==> src/rtl/alu_pkg.sv <==
// Shared ALU definitions: operation encodings and
// the status flag bundle produced by the adder.
package alu_pkg;

  localparam logic [1:0] OP_ADD  = 2'd0;
  localparam logic [1:0] OP_SUB  = 2'd1;
  localparam logic [1:0] OP_ADDC = 2'd2;

  typedef struct packed {
    logic cout;
    logic ovf;
    logic zero;
    logic neg;
  } flags_t;

endpackage

==> src/rtl/cla_group4.sv <==
// 4-bit carry-lookahead group: per-bit carries
// plus group propagate/generate for rippling.
module cla_group4 (
  input  logic [3:0] p_i,
  input  logic [3:0] g_i,
  input  logic       c_i,
  output logic [3:0] c_o,
  output logic       pg_o,
  output logic       gg_o
);

  // c_o[n] is the carry into bit n of the group
  assign c_o[0] = c_i;
  assign c_o[1] = g_i[0]
                | (p_i[0] & c_i);
  assign c_o[2] = g_i[1]
                | (p_i[1] & g_i[0])
                | (p_i[1] & p_i[0] & c_i);
  assign c_o[3] = g_i[2]
                | (p_i[2] & g_i[1])
                | (p_i[2] & p_i[1] & g_i[0])
                | (p_i[2] & p_i[1] & p_i[0] & c_i);

  assign pg_o = &p_i;
  assign gg_o = g_i[3]
              | (p_i[3] & g_i[2])
              | (p_i[3] & p_i[2] & g_i[1])
              | (p_i[3] & p_i[2] & p_i[1] & g_i[0]);

endmodule

==> src/rtl/pipelined_cla_addsub.sv <==
// Pipelined carry-lookahead add/sub, one SEG-bit
// segment resolved per stage, valid/ready handshake.
module pipelined_cla_addsub
  import alu_pkg::*;
#(
  parameter int WIDTH = 32,
  parameter int SEG   = 8
) (
  input  logic             clk,
  input  logic             rst,
  input  logic             in_valid,
  output logic             in_ready,
  input  logic [1:0]       op,
  input  logic [WIDTH-1:0] a,
  input  logic [WIDTH-1:0] b,
  input  logic             cin,
  output logic             out_valid,
  input  logic             out_ready,
  output logic [WIDTH-1:0] s,
  output logic             cout,
  output logic             ovf,
  output logic             zero,
  output logic             neg
);

  localparam int STAGES = WIDTH / SEG;
  localparam int NG     = SEG / 4;

  logic             adv;
  logic [WIDTH-1:0] b_eff;
  logic             c_eff;
  logic             ov_q;
  logic [WIDTH-1:0] s_q, s_d;
  logic             cout_q, cout_d;
  logic             ovf_q, ovf_d;
  flags_t           fl;

  assign adv      = !(ov_q && !out_ready);
  assign in_ready = adv;

  always_comb begin
    b_eff = b;
    c_eff = 1'b0;
    unique case (1'b1)
      (op == OP_SUB): begin
        b_eff = ~b;
        c_eff = 1'b1;
      end
      (op == OP_ADDC): c_eff = cin;
      default: ;
    endcase
  end

  for (genvar k = 0; k < STAGES; k++) begin : g_st
    // operand bits not yet consumed at this stage
    localparam int H = WIDTH - k * SEG;

    logic             v_q;
    logic             c_q;
    logic [H-1:0]     a_q;
    logic [H-1:0]     b_q;
    logic [SEG-1:0]   p, g, cv, sum;
    logic [NG:0]      gc;

    assign p     = a_q[SEG-1:0] ^ b_q[SEG-1:0];
    assign g     = a_q[SEG-1:0] & b_q[SEG-1:0];
    assign gc[0] = c_q;

    for (genvar j = 0; j < NG; j++) begin : g_grp
      logic pg, gg;
      cla_group4 u_grp (
        .p_i  (p[4*j +: 4]),
        .g_i  (g[4*j +: 4]),
        .c_i  (gc[j]),
        .c_o  (cv[4*j +: 4]),
        .pg_o (pg),
        .gg_o (gg)
      );
      assign gc[j+1] = gg | (pg & gc[j]);
    end

    assign sum = p ^ cv;

    if (k == 0) begin : g_in
      always_ff @(posedge clk or posedge rst) begin
        if (rst) begin
          v_q <= 1'b0;
          a_q <= '0;
          b_q <= '0;
          c_q <= 1'b0;
        end else if (adv) begin
          v_q <= in_valid;
          if (in_valid) begin
            a_q <= a;
            b_q <= b_eff;
            c_q <= c_eff;
          end
        end
      end
    end else begin : g_mid
      logic [k*SEG-1:0] lo_q, lo_d;

      if (k == 1) begin : g_lo1
        assign lo_d = g_st[0].sum;
      end else begin : g_lon
        assign lo_d = {g_st[k-1].sum,
                       g_st[k-1].g_mid.lo_q};
      end

      always_ff @(posedge clk or posedge rst) begin
        if (rst) begin
          v_q  <= 1'b0;
          a_q  <= '0;
          b_q  <= '0;
          c_q  <= 1'b0;
          lo_q <= '0;
        end else if (adv) begin
          v_q  <= g_st[k-1].v_q;
          a_q  <= g_st[k-1].a_q[H+SEG-1:SEG];
          b_q  <= g_st[k-1].b_q[H+SEG-1:SEG];
          c_q  <= g_st[k-1].gc[NG];
          lo_q <= lo_d;
        end
      end
    end
  end

  if (STAGES == 1) begin : g_s1
    assign s_d = g_st[0].sum;
  end else begin : g_sn
    assign s_d = {g_st[STAGES-1].sum,
                  g_st[STAGES-1].g_mid.lo_q};
  end

  assign cout_d = g_st[STAGES-1].gc[NG];
  assign ovf_d  = g_st[STAGES-1].cv[SEG-1] ^ cout_d;

  always_ff @(posedge clk or posedge rst) begin
    if (rst) begin
      ov_q   <= 1'b0;
      s_q    <= '0;
      cout_q <= 1'b0;
      ovf_q  <= 1'b0;
    end else if (adv) begin
      ov_q <= g_st[STAGES-1].v_q;
      if (g_st[STAGES-1].v_q) begin
        s_q    <= s_d;
        cout_q <= cout_d;
        ovf_q  <= ovf_d;
      end
    end
  end

  assign fl = '{cout: cout_q,
                ovf:  ovf_q,
                zero: (s_q == '0),
                neg:  s_q[WIDTH-1]};

  assign {cout, ovf, zero, neg} = fl;
  assign out_valid = ov_q;
  assign s         = s_q;

endmodule

==> config.mk <==
export PLATFORM = sky130hd
export DESIGN_NAME = pipelined_cla_addsub
export DESIGN_NICKNAME = d
export VERILOG_FILES = /design/src/rtl/alu_pkg.sv /design/src/rtl/cla_group4.sv /design/src/rtl/pipelined_cla_addsub.sv
export SDC_FILE = /design/constraint.sdc
export NUM_CORES = 1
export LEC_CHECK = 0
export BUFFER_PORTS_ARGS = -buffer_cell sky130_fd_sc_hd__buf_4
export CAP_MARGIN = 20
export CORE_MARGIN = 2
export CORE_UTILIZATION = 35
export CTS_CLUSTER_DIAMETER = 150
export CTS_CLUSTER_SIZE = 28
export DETAILED_ROUTE_END_ITERATION = 10
export PLACE_DENSITY = 0.56
export SYNTH_ARGS = -nofsm -noshare
export SYNTH_HDL_FRONTEND = slang
export SYNTH_HIERARCHICAL = 1
export SYNTH_SLANG_ARGS = --single-unit
==> constraint.sdc <==
create_clock -name clk -period 14 [get_ports clk]
set_input_delay 0 -clock clk [delete_from_list [all_inputs] [get_ports clk]]
set_output_delay 0 -clock clk [all_outputs]
set_load 0.05 [all_outputs]
==> summary.txt <==
Finish
  • Post-layout util: 43.3%
  • Area Growth Syn to Fin: 21.2%
  • Share of layout cells above drive strength 1: 15.4%
  • Fin nets: 1348
  • Antenna cells: 0

Placement
  • DPL Wire Length: 14600 um
  • IO Port Bufs: 108
  • Gpl congestion: 0.737

Timing
  • Worst-margin pin slew: 0.976 ns
  • Final Max Tran Viols: 0
  • Total negative slack: 0 ns
  • Max Fclk: 374 MHz
  • RSZ-0062 raised after global routing: no
  • Slew Limit Headroom: 34.9%
  • Post-route minimum period: 2.68 ns
  • Period utilization: 19.1%
  • Clock tree skew after final layout: 0.0189 ns
  • Final Hold Vio Count: 0
  • Endpoints failing setup: 0

Power and ir drop
  • Net Sw Frac: 39.9%
  • Reg power frac: 41.7%
  • Sw Pwr: 1.20 mW
  • P_leak: 6.35 nW
  • Comb pwr share: 45.5%
  • Int Power: 1.81 mW
  • Power share of the clock group: 12.8%
  • PwrDens: 226 nW/um2
  • Maximum vdd drop: 0.0815 mV

Floorplanning
  • Die height: 181 um
  • Ports: 109
  • Site row count: 64
  • Core ar.: 30700 um2
  • Die area: 32800 um2
  • Chip width: 181 um
  • Starting Density: 35.7%

Global routing
  • Total track usage: 13.9%
  • GR Overflow Total: 0
  • Vias in the first global route: 7418
  • Initial antenna violation count: 0
  • Largest net degree at the start of global routing: 113
  • First-pass GRT wire length: 38300 um

Critical path
  • WP data required: 14.36 ns
  • Crit path DAT: 3.04 ns
  • CP Launch Type: register
  • CP max FO: 66
  • Type of the worst setup path: register to register
  • R2r setup slk: 11.32 ns
  • CP Capture Type: register

Drt
  • DR vias/cell: 4.62
  • Drt wl/cell: 13.8 um
  • Initial DRC count: 514
  • Routed Antenna Nets: 0
  • DRT Pass-1 Iters: 4
  • DRC: 0
  • Vias: 7575
  • DRT Wirelength: 22700 um

Logic synthesis
  • Mux cell area share after synthesis: 5.98%
  • Flops & latches, synth: 251
  • Synth Area in Simple Gates: 15.3%
  • Syn Inst Count: 1084
  • Synth Area in Compound Gates: 9.21%
  • Post-Syn Area: 11000 um2
  • Post-Synth XOR/XNOR Area: 5.10%
  • Share of the synthesized area in the top cell type: 57.2%
  • Post-synthesis sequential area ratio: 57.2%
  • Mapped Nets: 1189
  • Adder-cell share of the synthesized area: 3.87%
  • Syn avg cell area: 10.1 um2
  • Largest family of logic cells by synthesized area: simple AND/OR/NAND/NOR gates
  • Area leader, netlist: dfrtp_1
  • Synth unique cells: 30
  • Synth Warn #: 6
  • Ranking of synthesized cells by area: dfrtp_1, nand2_1, mux2_2

Clocking
  • H-tree Lvls: 1
  • CTS tree: yes
  • Cts bufs inserted: 12
  • Clk sinks: 251
  • CTS root buffer: clkbuf_16
  • Worst skew pair latency: 0.48 ns
  • Hold_buf cts: 95
  • CTS max path bufs: 3
  • Postcts setup bufs: 0
  • Resized cells post-CTS: 0
  • Reg clk slew, reported paths: 0.11 ns

Hold path
  • Hold Crit Class: input port to register

Status
  • Status: completed

Run
  • Max_cap viols: 0
## worst max-delay path, cell delays in order (launching register included)
cell           delay (ns)
dfrtp_1              0.39
nor2b_4              0.14
inv_4                0.36
and2_4               0.81
a21oi_1              0.16
dlygate4sd3_1        0.61
## cell usage in the layout (no fill, tap or decap), drive strengths merged
cell	Yosys	routed
a211oi	1	1
a21boi	1	1
a21o	29	29
a21oi	86	86
a31o	8	8
a31oi	1	1
and2	1	1
and4	8	8
buf	37	115
clkbuf	28	14
dfrtp	251	251
dlygate4sd3	0	95
ha	34	34
inv	5	5
mux2	57	57
nand2	404	404
nand3	1	1
nand4	2	2
nor2	3	3
nor2b	1	1
nor4	8	8
o21ai	53	53
o31ai	1	1
xnor2	64	64
## cell usage after synthesis
| master | count |
|---|---|
| xnor2_1 | 64 |
| nor4_1 | 8 |
| buf_2 | 17 |
| o31ai_1 | 1 |
| a21oi_1 | 86 |
| buf_1 | 3 |
| nor2_2 | 1 |
| a21o_1 | 29 |
| buf_4 | 12 |
| and2_4 | 1 |
| and4_1 | 8 |
| buf_6 | 5 |
| o21ai_0 | 45 |
| mux2_4 | 4 |
| nand3_1 | 1 |
| inv_2 | 1 |
| mux2_2 | 53 |
| nand2_1 | 404 |
| nor2_1 | 2 |
| o21ai_1 | 8 |
| nor2b_1 | 1 |
| a211oi_1 | 1 |
| ha_1 | 34 |
| clkbuf_1 | 28 |
| a21boi_0 | 1 |
| nand4_1 | 2 |
| dfrtp_1 | 251 |
| a31oi_1 | 1 |
| a31o_1 | 8 |
| inv_1 | 4 |
## cell type report
type | instances | area, um2
sequential | 251 | 6280
multi-input combinational | 763 | 4350
clock buffer | 14 | 329
fill | 3107 | 17400
tap | 396 | 495
timing repair buffer | 210 | 1830
inverter | 5 | 28.8
## metrics by stage
stage	instances	setup slack, ns	hold WS, ns	total power [mW]	area (um2)
after floorplan	1084	7.10	0.148	2.28	11000
after global placement	1529	11.53	0.191	2.57	12000
after detailed placement	1529	11.47	0.186	2.60	12000
after CTS	1638	11.11	0.00189	3.05	13300
after global routing	1639	11.18	0.0454	3.27	13300
final	1639	11.32	0.0225	3.01	13300
## per-layer routing
metal	part of all wire, %	GRT usage [%]
met1	53	21.2
met2	44	21.5
met3	2.4	1.47
met4	1.2	2.73
met5	0	0
## power groups by stage
stage / clock network, mW / registers, mW / logic, mW
floorplan: 0 / 1.38 / 0.904
global placement: 0 / 1.27 / 1.31
detailed placement: 0 / 1.27 / 1.33
CTS: 0.406 / 1.26 / 1.38
global route: 0.431 / 1.30 / 1.53
finish: 0.387 / 1.26 / 1.37
## cells by family after synthesis
group	Yosys count
xor gates and xnor gates	64
AOI/OAI and AO/OA	180
muxes	57
buffers and inverters	70
DFF	251
and+or+nand+nor	428
adders and majority gates	34
## worst paths after layout
path | startpoint | end | depth (start not counted)
min in group asynchronous | rst | s[19]$_DFFE_PP0P_ | 3
hold reg to reg | g_st[1].a_q[23]$_DFFE_PP0N_ | g_st[2].a_q[15]$_DFFE_PP0N_ | 2
setup reg to reg | out_valid$_DFFE_PP0N_ | g_st[0].b_q[5]$_DFFE_PP0P_ | 5
hold / removal | in_valid | g_st[0].b_q[10]$_DFFE_PP0P_ | 3
max in group asynchronous | rst | g_st[2].b_q[5]$_DFFE_PP0N_ | 4
setup / recovery | out_valid$_DFFE_PP0N_ | g_st[0].b_q[5]$_DFFE_PP0P_ | 5
## registers in the layout (all words and copies together), names as in the netlist
| signal | flops |
|---|---|
| s | 32 |
| cout | 1 |
| g_st.a_q | 80 |
| g_st.b_q | 80 |
| ovf | 1 |
| g_st.c_q | 4 |
| out_valid | 1 |
| g_st.v_q | 4 |
| g_st.g_mid.lo_q | 48 |
Note: power is estimated with default switching activity, not from simulation.
